$ cat config.mk
export PLATFORM = sky130hd
export DESIGN_NAME = wallace_tree
export DESIGN_NICKNAME = d
export VERILOG_FILES = /design/src/rtl/wallace_tree.sv
export SDC_FILE = /design/constraint.sdc
export NUM_CORES = 1
export LEC_CHECK = 0
export CORE_ASPECT_RATIO = 0.6
export CORE_MARGIN = 3
export CORE_UTILIZATION = 30
export DETAILED_ROUTE_END_ITERATION = 12
export PLACE_DENSITY_LB_ADDON = 0.05
export SLEW_MARGIN = 0
export SYNTH_ARGS = -nofsm -noshare
export SYNTH_HDL_FRONTEND = slang
export SYNTH_SLANG_ARGS = --single-unit
$ cat constraint.sdc
create_clock -name clock -period 5.8 [get_ports clock]
set_input_delay 1.16 -clock clock [delete_from_list [all_inputs] [get_ports clock]]
set_output_delay 1.16 -clock clock [all_outputs]
set_load 0.02 [all_outputs]
$ cat src/rtl/wallace_tree.sv
// 8x8 unsigned Wallace-tree multiplier with a registered 16-bit product.
// Define WALLACE_TREE_PIPE_EN to register the two reduced rows ahead of the final adder (2-cycle latency).

module wallace_tree_csa (
    input  logic [15:0] i_a,
    input  logic [15:0] i_b,
    input  logic [15:0] i_c,
    output logic [15:0] o_sum,
    output logic [15:0] o_carry
);
    // One full adder per bit; carries move up one weight, and the top carry is beyond 2^16 and provably zero.
    assign o_carry[0] = 1'b0;

    generate
        for (genvar gi = 0; gi < 16; gi++) begin : g_sum
            assign o_sum[gi] = i_a[gi] ^ i_b[gi] ^ i_c[gi];
        end
        for (genvar gi = 0; gi < 15; gi++) begin : g_carry
            assign o_carry[gi+1] = (i_a[gi] & i_b[gi]) | (i_a[gi] & i_c[gi]) | (i_b[gi] & i_c[gi]);
        end
    endgenerate
endmodule

module wallace_tree (
    input  logic        clock,
    input  logic        reset,
    input  logic [7:0]  x,
    input  logic [7:0]  y,
    output logic [15:0] product
);
    logic [15:0] w_pp [8];
    logic [15:0] w_l1 [6];
    logic [15:0] w_l2 [4];
    logic [15:0] w_l3 [3];
    logic [15:0] w_l4 [2];
    logic [15:0] w_fin_a;
    logic [15:0] w_fin_b;
    logic [15:0] r_product;

    // Row i holds x AND y[i] already shifted to weight 2^i.
    generate
        for (genvar gi = 0; gi < 8; gi++) begin : g_pp
            assign w_pp[gi] = {8'b0, x & {8{y[gi]}}} << gi;
        end
    endgenerate

    // Rows shrink 8 -> 6 -> 4 -> 3 -> 2 across four layers of 3:2 compressors.
    wallace_tree_csa u_l1_0 (.i_a(w_pp[0]), .i_b(w_pp[1]), .i_c(w_pp[2]), .o_sum(w_l1[0]), .o_carry(w_l1[1]));
    wallace_tree_csa u_l1_1 (.i_a(w_pp[3]), .i_b(w_pp[4]), .i_c(w_pp[5]), .o_sum(w_l1[2]), .o_carry(w_l1[3]));
    assign w_l1[4] = w_pp[6];
    assign w_l1[5] = w_pp[7];

    wallace_tree_csa u_l2_0 (.i_a(w_l1[0]), .i_b(w_l1[1]), .i_c(w_l1[2]), .o_sum(w_l2[0]), .o_carry(w_l2[1]));
    wallace_tree_csa u_l2_1 (.i_a(w_l1[3]), .i_b(w_l1[4]), .i_c(w_l1[5]), .o_sum(w_l2[2]), .o_carry(w_l2[3]));

    wallace_tree_csa u_l3_0 (.i_a(w_l2[0]), .i_b(w_l2[1]), .i_c(w_l2[2]), .o_sum(w_l3[0]), .o_carry(w_l3[1]));
    assign w_l3[2] = w_l2[3];

    wallace_tree_csa u_l4_0 (.i_a(w_l3[0]), .i_b(w_l3[1]), .i_c(w_l3[2]), .o_sum(w_l4[0]), .o_carry(w_l4[1]));

`ifdef WALLACE_TREE_PIPE_EN
    logic [15:0] r_row_a;
    logic [15:0] r_row_b;

    always_ff @(posedge clock) begin
        if (reset) begin
            r_row_a <= 16'h0000;
            r_row_b <= 16'h0000;
        end else begin
            r_row_a <= w_l4[0];
            r_row_b <= w_l4[1];
        end
    end

    assign w_fin_a = r_row_a;
    assign w_fin_b = r_row_b;
`else
    assign w_fin_a = w_l4[0];
    assign w_fin_b = w_l4[1];
`endif

    always_ff @(posedge clock) begin
        if (reset) begin
            r_product <= 16'h0000;
        end else begin
            r_product <= w_fin_a + w_fin_b;
        end
    end

    assign product = r_product;
endmodule

# Word-level counts from Yosys, hierarchy flattened
# Index checks and enable logic that the tools add are counted.
# W data, S select, Z words.
# totals
inputBits	18
register_bits	16
elab_cells	306
# classes
bitwise	304
addsub	1
# ops
operator	n
$and A1 B1 Y1	129
$xor A1 B1 Y1	91
$or A1 B1 Y1	76
$and A8 B8 Y8	8
$add A15 B16 Y16	1

# Depth between registers and ports, before layout
# Gate-level depths: netlist (run 1).
# depth
depth_word	14
mapped_depth	15

# Cells and area by module
# From an unflattened synthesis (run 1), not the netlist that was laid out.
# unflattened
hier_cells	292
hier_area_um2	3524.6
# modules_own_cells
module	area_each_um2	cells_each	n_inst	seq_area_each_um2
wallace_tree_csa	335.3	18	6	0.0
wallace_tree	1512.7	184	1	320.3

# Least setup slack after synthesis (run 1)
# No wires, ideal clock.
# synth_timing
path_kind	input port to flip-flop
startpoint	input x[4]
endpoint	register r_product[13] (netlist: product[13])
t_required_ns	5.679
path_slack_ns	0.883
path_stages	13
arrival_ns	4.796
setup_time_ns	0.121
cell_sequence	clkbuf_1 -> nand2_1 -> fa_1 -> fa_1 -> fa_1 -> fa_1 -> inv_1 -> ha_1 -> nor2b_4 -> nor3_1 -> o21ai_2 -> a31oi_1 -> mux2_2
# synth_between
elab_chain_cells	14
elab_cells_between_ends	198
cone_classes	1 x add/sub; 197 x bitwise
# synth_lines
element	line	source
start, declared	27	input logic [7:0] x,
$and A8 B8 Y8	43	assign w_pp[gi] = {8'b0, x & {8{y[gi]}}} << gi;
$and A1 B1 Y1	19	assign o_carry[gi+1] = (i_a[gi] & i_b[gi]) | (i_a[gi] & i_c[gi]) | (i_b[gi] & i_c[gi]);
$or A1 B1 Y1 (2 in a row)	19	
$and A1 B1 Y1	19	
$or A1 B1 Y1 (2 in a row)	19	
$and A1 B1 Y1	19	
$or A1 B1 Y1 (2 in a row)	19	
$and A1 B1 Y1	19	
$or A1 B1 Y1 (2 in a row)	19	
$add A15 B16 Y16 *	86	r_product <= w_fin_a + w_fin_b;
end signal, assigned	86	
end, declared	38	logic [15:0] r_product;
# Mark *: on every way between the ends. The rest lies on a longest branch, timed or not.
# A chain may end at the register's enable or synchronous reset.

# Worst setup path in the final report (run 1)
# Same ends and word-level chain as after synthesis.

==> results.toml, run 1 <==
[status]
status = "finished, final reports clean"

[place]
place.gp.congestion = 0.7840
dp_cells = 382
placed_cell_area_um2 = 2720
dp_hpwl_um = 4214
portBuffers = 33
pre_cts_ws_ns = 0.1512

[pwr]
combPwrFrac_pct = 68.5
pwr-share-clk_pct = 14.4
switchingPower_mw = 0.3787
peakVddDrop_uv = 127.1
p_int_mw = 0.5183
power_frac_seq_pct = 17.1
power.density_nw_per_um2 = 320.9
leakage_nw = 1.326
sw_frac_of_total_pct = 42.22
total_power_mw = 0.8970

[worst_setup_path]
max_stage_delay_ns = 0.68
cp-end-kind = "register"
path_cells = "clkdlybuf4s50_1, nand2_1, fa_1, fa_1, fa_1, fa_1, inv_1, ha_1, nor2b_4, nor3_1, o21ai_2, a31oi_1, mux2_2"
cpMostUsedCell = "fa_1"
arrival_ns = 5.48
crit_fanout = 8
cp-start-kind = "primary input"
crit_slowest_cell = "clkdlybuf4s50_1"
crit_required_ns = 5.93
crit_type = "in -> reg"

[yosys]
yosys.area_share.simple_pct = 19.68
synth_area_um2 = 2257
synth-edff-count = 0
synth_cells = 250
synth_top_family_by_area = "adder cells"
yosysUniqueCellTypes = 30
synth-seq-cells = 16
synth_compound_area_share_pct = 6.264
syn-num-nets = 332
ys_seq_area_share_pct = 14.19
synthArstFlopShare_pct = 0
synthMuxAreaShare_pct = 0.9978
synth_xor_area_share_pct = 1.940
ys.flop_type = "dfxtp_1"
ys_warn_count = 0
avgSynthCellArea_um2 = 9.029
synthAdderAreaFrac_pct = 48.45

[die]
initial_core_util_pct = 32.41
rows = 23
boundaryPins = 34
die_w_um = 118.0
die_h_um = 73.19
coreArea_um2 = 6964
dieArea_um2 = 8635

[sta]
tns_ns = 0
min_period_over_period_pct = 92.38
tightest_slew_ns = 0.5946
worst_hold_slack_ns = 1.697
setup_ws_ns = 0.4418
setup_violations = 0
slew_viol_final = 0
hold_viol = 0
period_minus_slack_ns = 5.358
timing.fmax_ghz = 0.1866
maxSlewHeadroom_pct = 60.23
rsz0062_at_grt = "no"

[global_routing]
grt_start_max_net_pins = 19
grt_pass1_vias = 1882
grt_usage_pct = 12.98
grt-ovfl-total = 0
antenna_found_initial = 0
grt_pass1_wl_um = 9018

[drt]
first_pass_iters = 4
ant_nets = 0
avgRoutedWirePerCell_um = 12.29
drcViolationCount = 0
vias = 1685
via_per_inst = 4.377
drtIter0Drc = 111
routed_wl_um = 4733

[clocking]
clk_pin_slew_ns = 0.05
cts_root_buffer = "clkbuf_16"
cts_resized = 0
htree_levels = 1
cts.path.max_buffers = 2
numCtsBuffers = 3
clock_sinks = 16
post_cts_buffers = 0
holdBufCountCts = 0
cts_tree = "built"

[job]
drv_cap = 0

[cells_and_area]
final_cell_count_no_fill = 385
num_antenna_cells = 0
largest_register_ffs = 16
final_area_um2 = 2795
fin_nets = 369
area_growth_syn_to_layout_pct = 23.84
num-fill-cells = 742
fin_util_pct = 40.14
drive_above_1_share_pct = 4.912

[worst_hold_path]
hold_depth = 4
hp-class = "in -> reg"
## final timing paths
| kind | from | endpoint | slack [ns] |
|---|---|---|---|
| worst max-delay path | x[4] | product[13] | 0.44 |
| worst min-delay path | x[0] | product[0] | 1.70 |
## cells in the mapped netlist, types with 3 or more instances
master / n / area [um2]
and2_1: 22 / 137.6
nor3_1: 3 / 15.01
nor2_1: 10 / 37.54
nor2b_1: 7 / 43.79
inv_1: 47 / 176.4
o21ai_0: 4 / 20.02
ha_1: 25 / 312.8
dfxtp_1: 16 / 320.3
nand2_1: 45 / 168.9
clkbuf_1: 4 / 15.01
a21oi_1: 3 / 15.01
xor2_1: 3 / 26.28
fa_1: 39 / 780.8
## kinds of logic after synthesis
family | Yosys count
simple gates | 92
buf+inv | 51
flops | 16
mux | 2
xor+xnor | 5
fa+ha+maj | 64
compound gates | 20
## routing by layer
| layer | GRT usage (%) | vias up | wire [um] |
|---|---|---|---|
| met4 | 0.3896 | 0 | 0 |
| met2 | 20.17 | 30 | 1950 |
| met1 | 19.27 | 822 | 2559 |
| li1 | - | 833 | - |
| met5 | 0 | - | 0 |
| met3 | 3.408 | 0 | 223 |
## cells in the final DEF (no fill, tap or decap)
cell type and n:
buf_4 3, nor3_1 3, and2_1 22, nand2b_1 1, o22ai_1 1, and3_1 2
xor2_1 3, o21a_1 2, ha_1 25, a211oi_2 1, a31oi_1 2, nand2_1 45
dfxtp_1 16, a21oi_2 1, clkbuf_16 3, and2b_2 1, nor2_1 10, a221oi_2 1
inv_1 47, o21ai_1 1, nor2b_1 7, o211ai_1 1, xnor2_1 2, clkdlybuf4s50_1 33
o21ai_0 4, fa_1 39, nor2b_4 1, a211oi_1 1, mux2_2 2, o21ai_2 1
a21oi_1 3, a21o_1 1
## cell type report
| class | count | area [um2] | area share, % |
|---|---|---|---|
| repair buffers | 36 | 352.8 | 12.62 |
| flip-flops and latches | 16 | 320.3 | 11.46 |
| well taps | 100 | 125.1 | 4.476 |
| multi-input cells | 183 | 1745 | 62.44 |
| inverters | 47 | 176.4 | 6.312 |
| clock buffers | 3 | 75.07 | 2.686 |
## power by group through the flow
| stage | clock network, mW | logic [mW] | registers [mW] |
|---|---|---|---|
| 3_3_place_gp | 0 | 0.629 | 0.156 |
| 3_5_place_dp | 0 | 0.625 | 0.156 |
| 6_report | 0.129 | 0.615 | 0.153 |
| 2_1_floorplan | 0 | 0.406 | 0.197 |
| 4_1_cts | 0.134 | 0.629 | 0.154 |
| 5_1_grt | 0.140 | 0.728 | 0.157 |
## worst max-delay path: cells and delay by family
family / cells / cell delay (ns)
muxes: 1 / 0.35
and+or+nand+nor: 3 / 0.47
buffers and inverters: 2 / 0.72
AOI/OAI and AO/OA: 2 / 0.32
adders and majority gates: 5 / 2.45
Power figures use the tool's default switching activity.
==> run 2, diff against run 1 <==
- SLEW_MARGIN: 0 -> not set
==> results of run 2 <==
Same layout as run 1: the final DEF is identical, and so are final timing and power.
==> run 3, diff against run 2 <==
- CAP_MARGIN: not set -> 30
==> results of run 3 <==
Same layout as run 1: the final DEF is identical, and so are final timing and power.
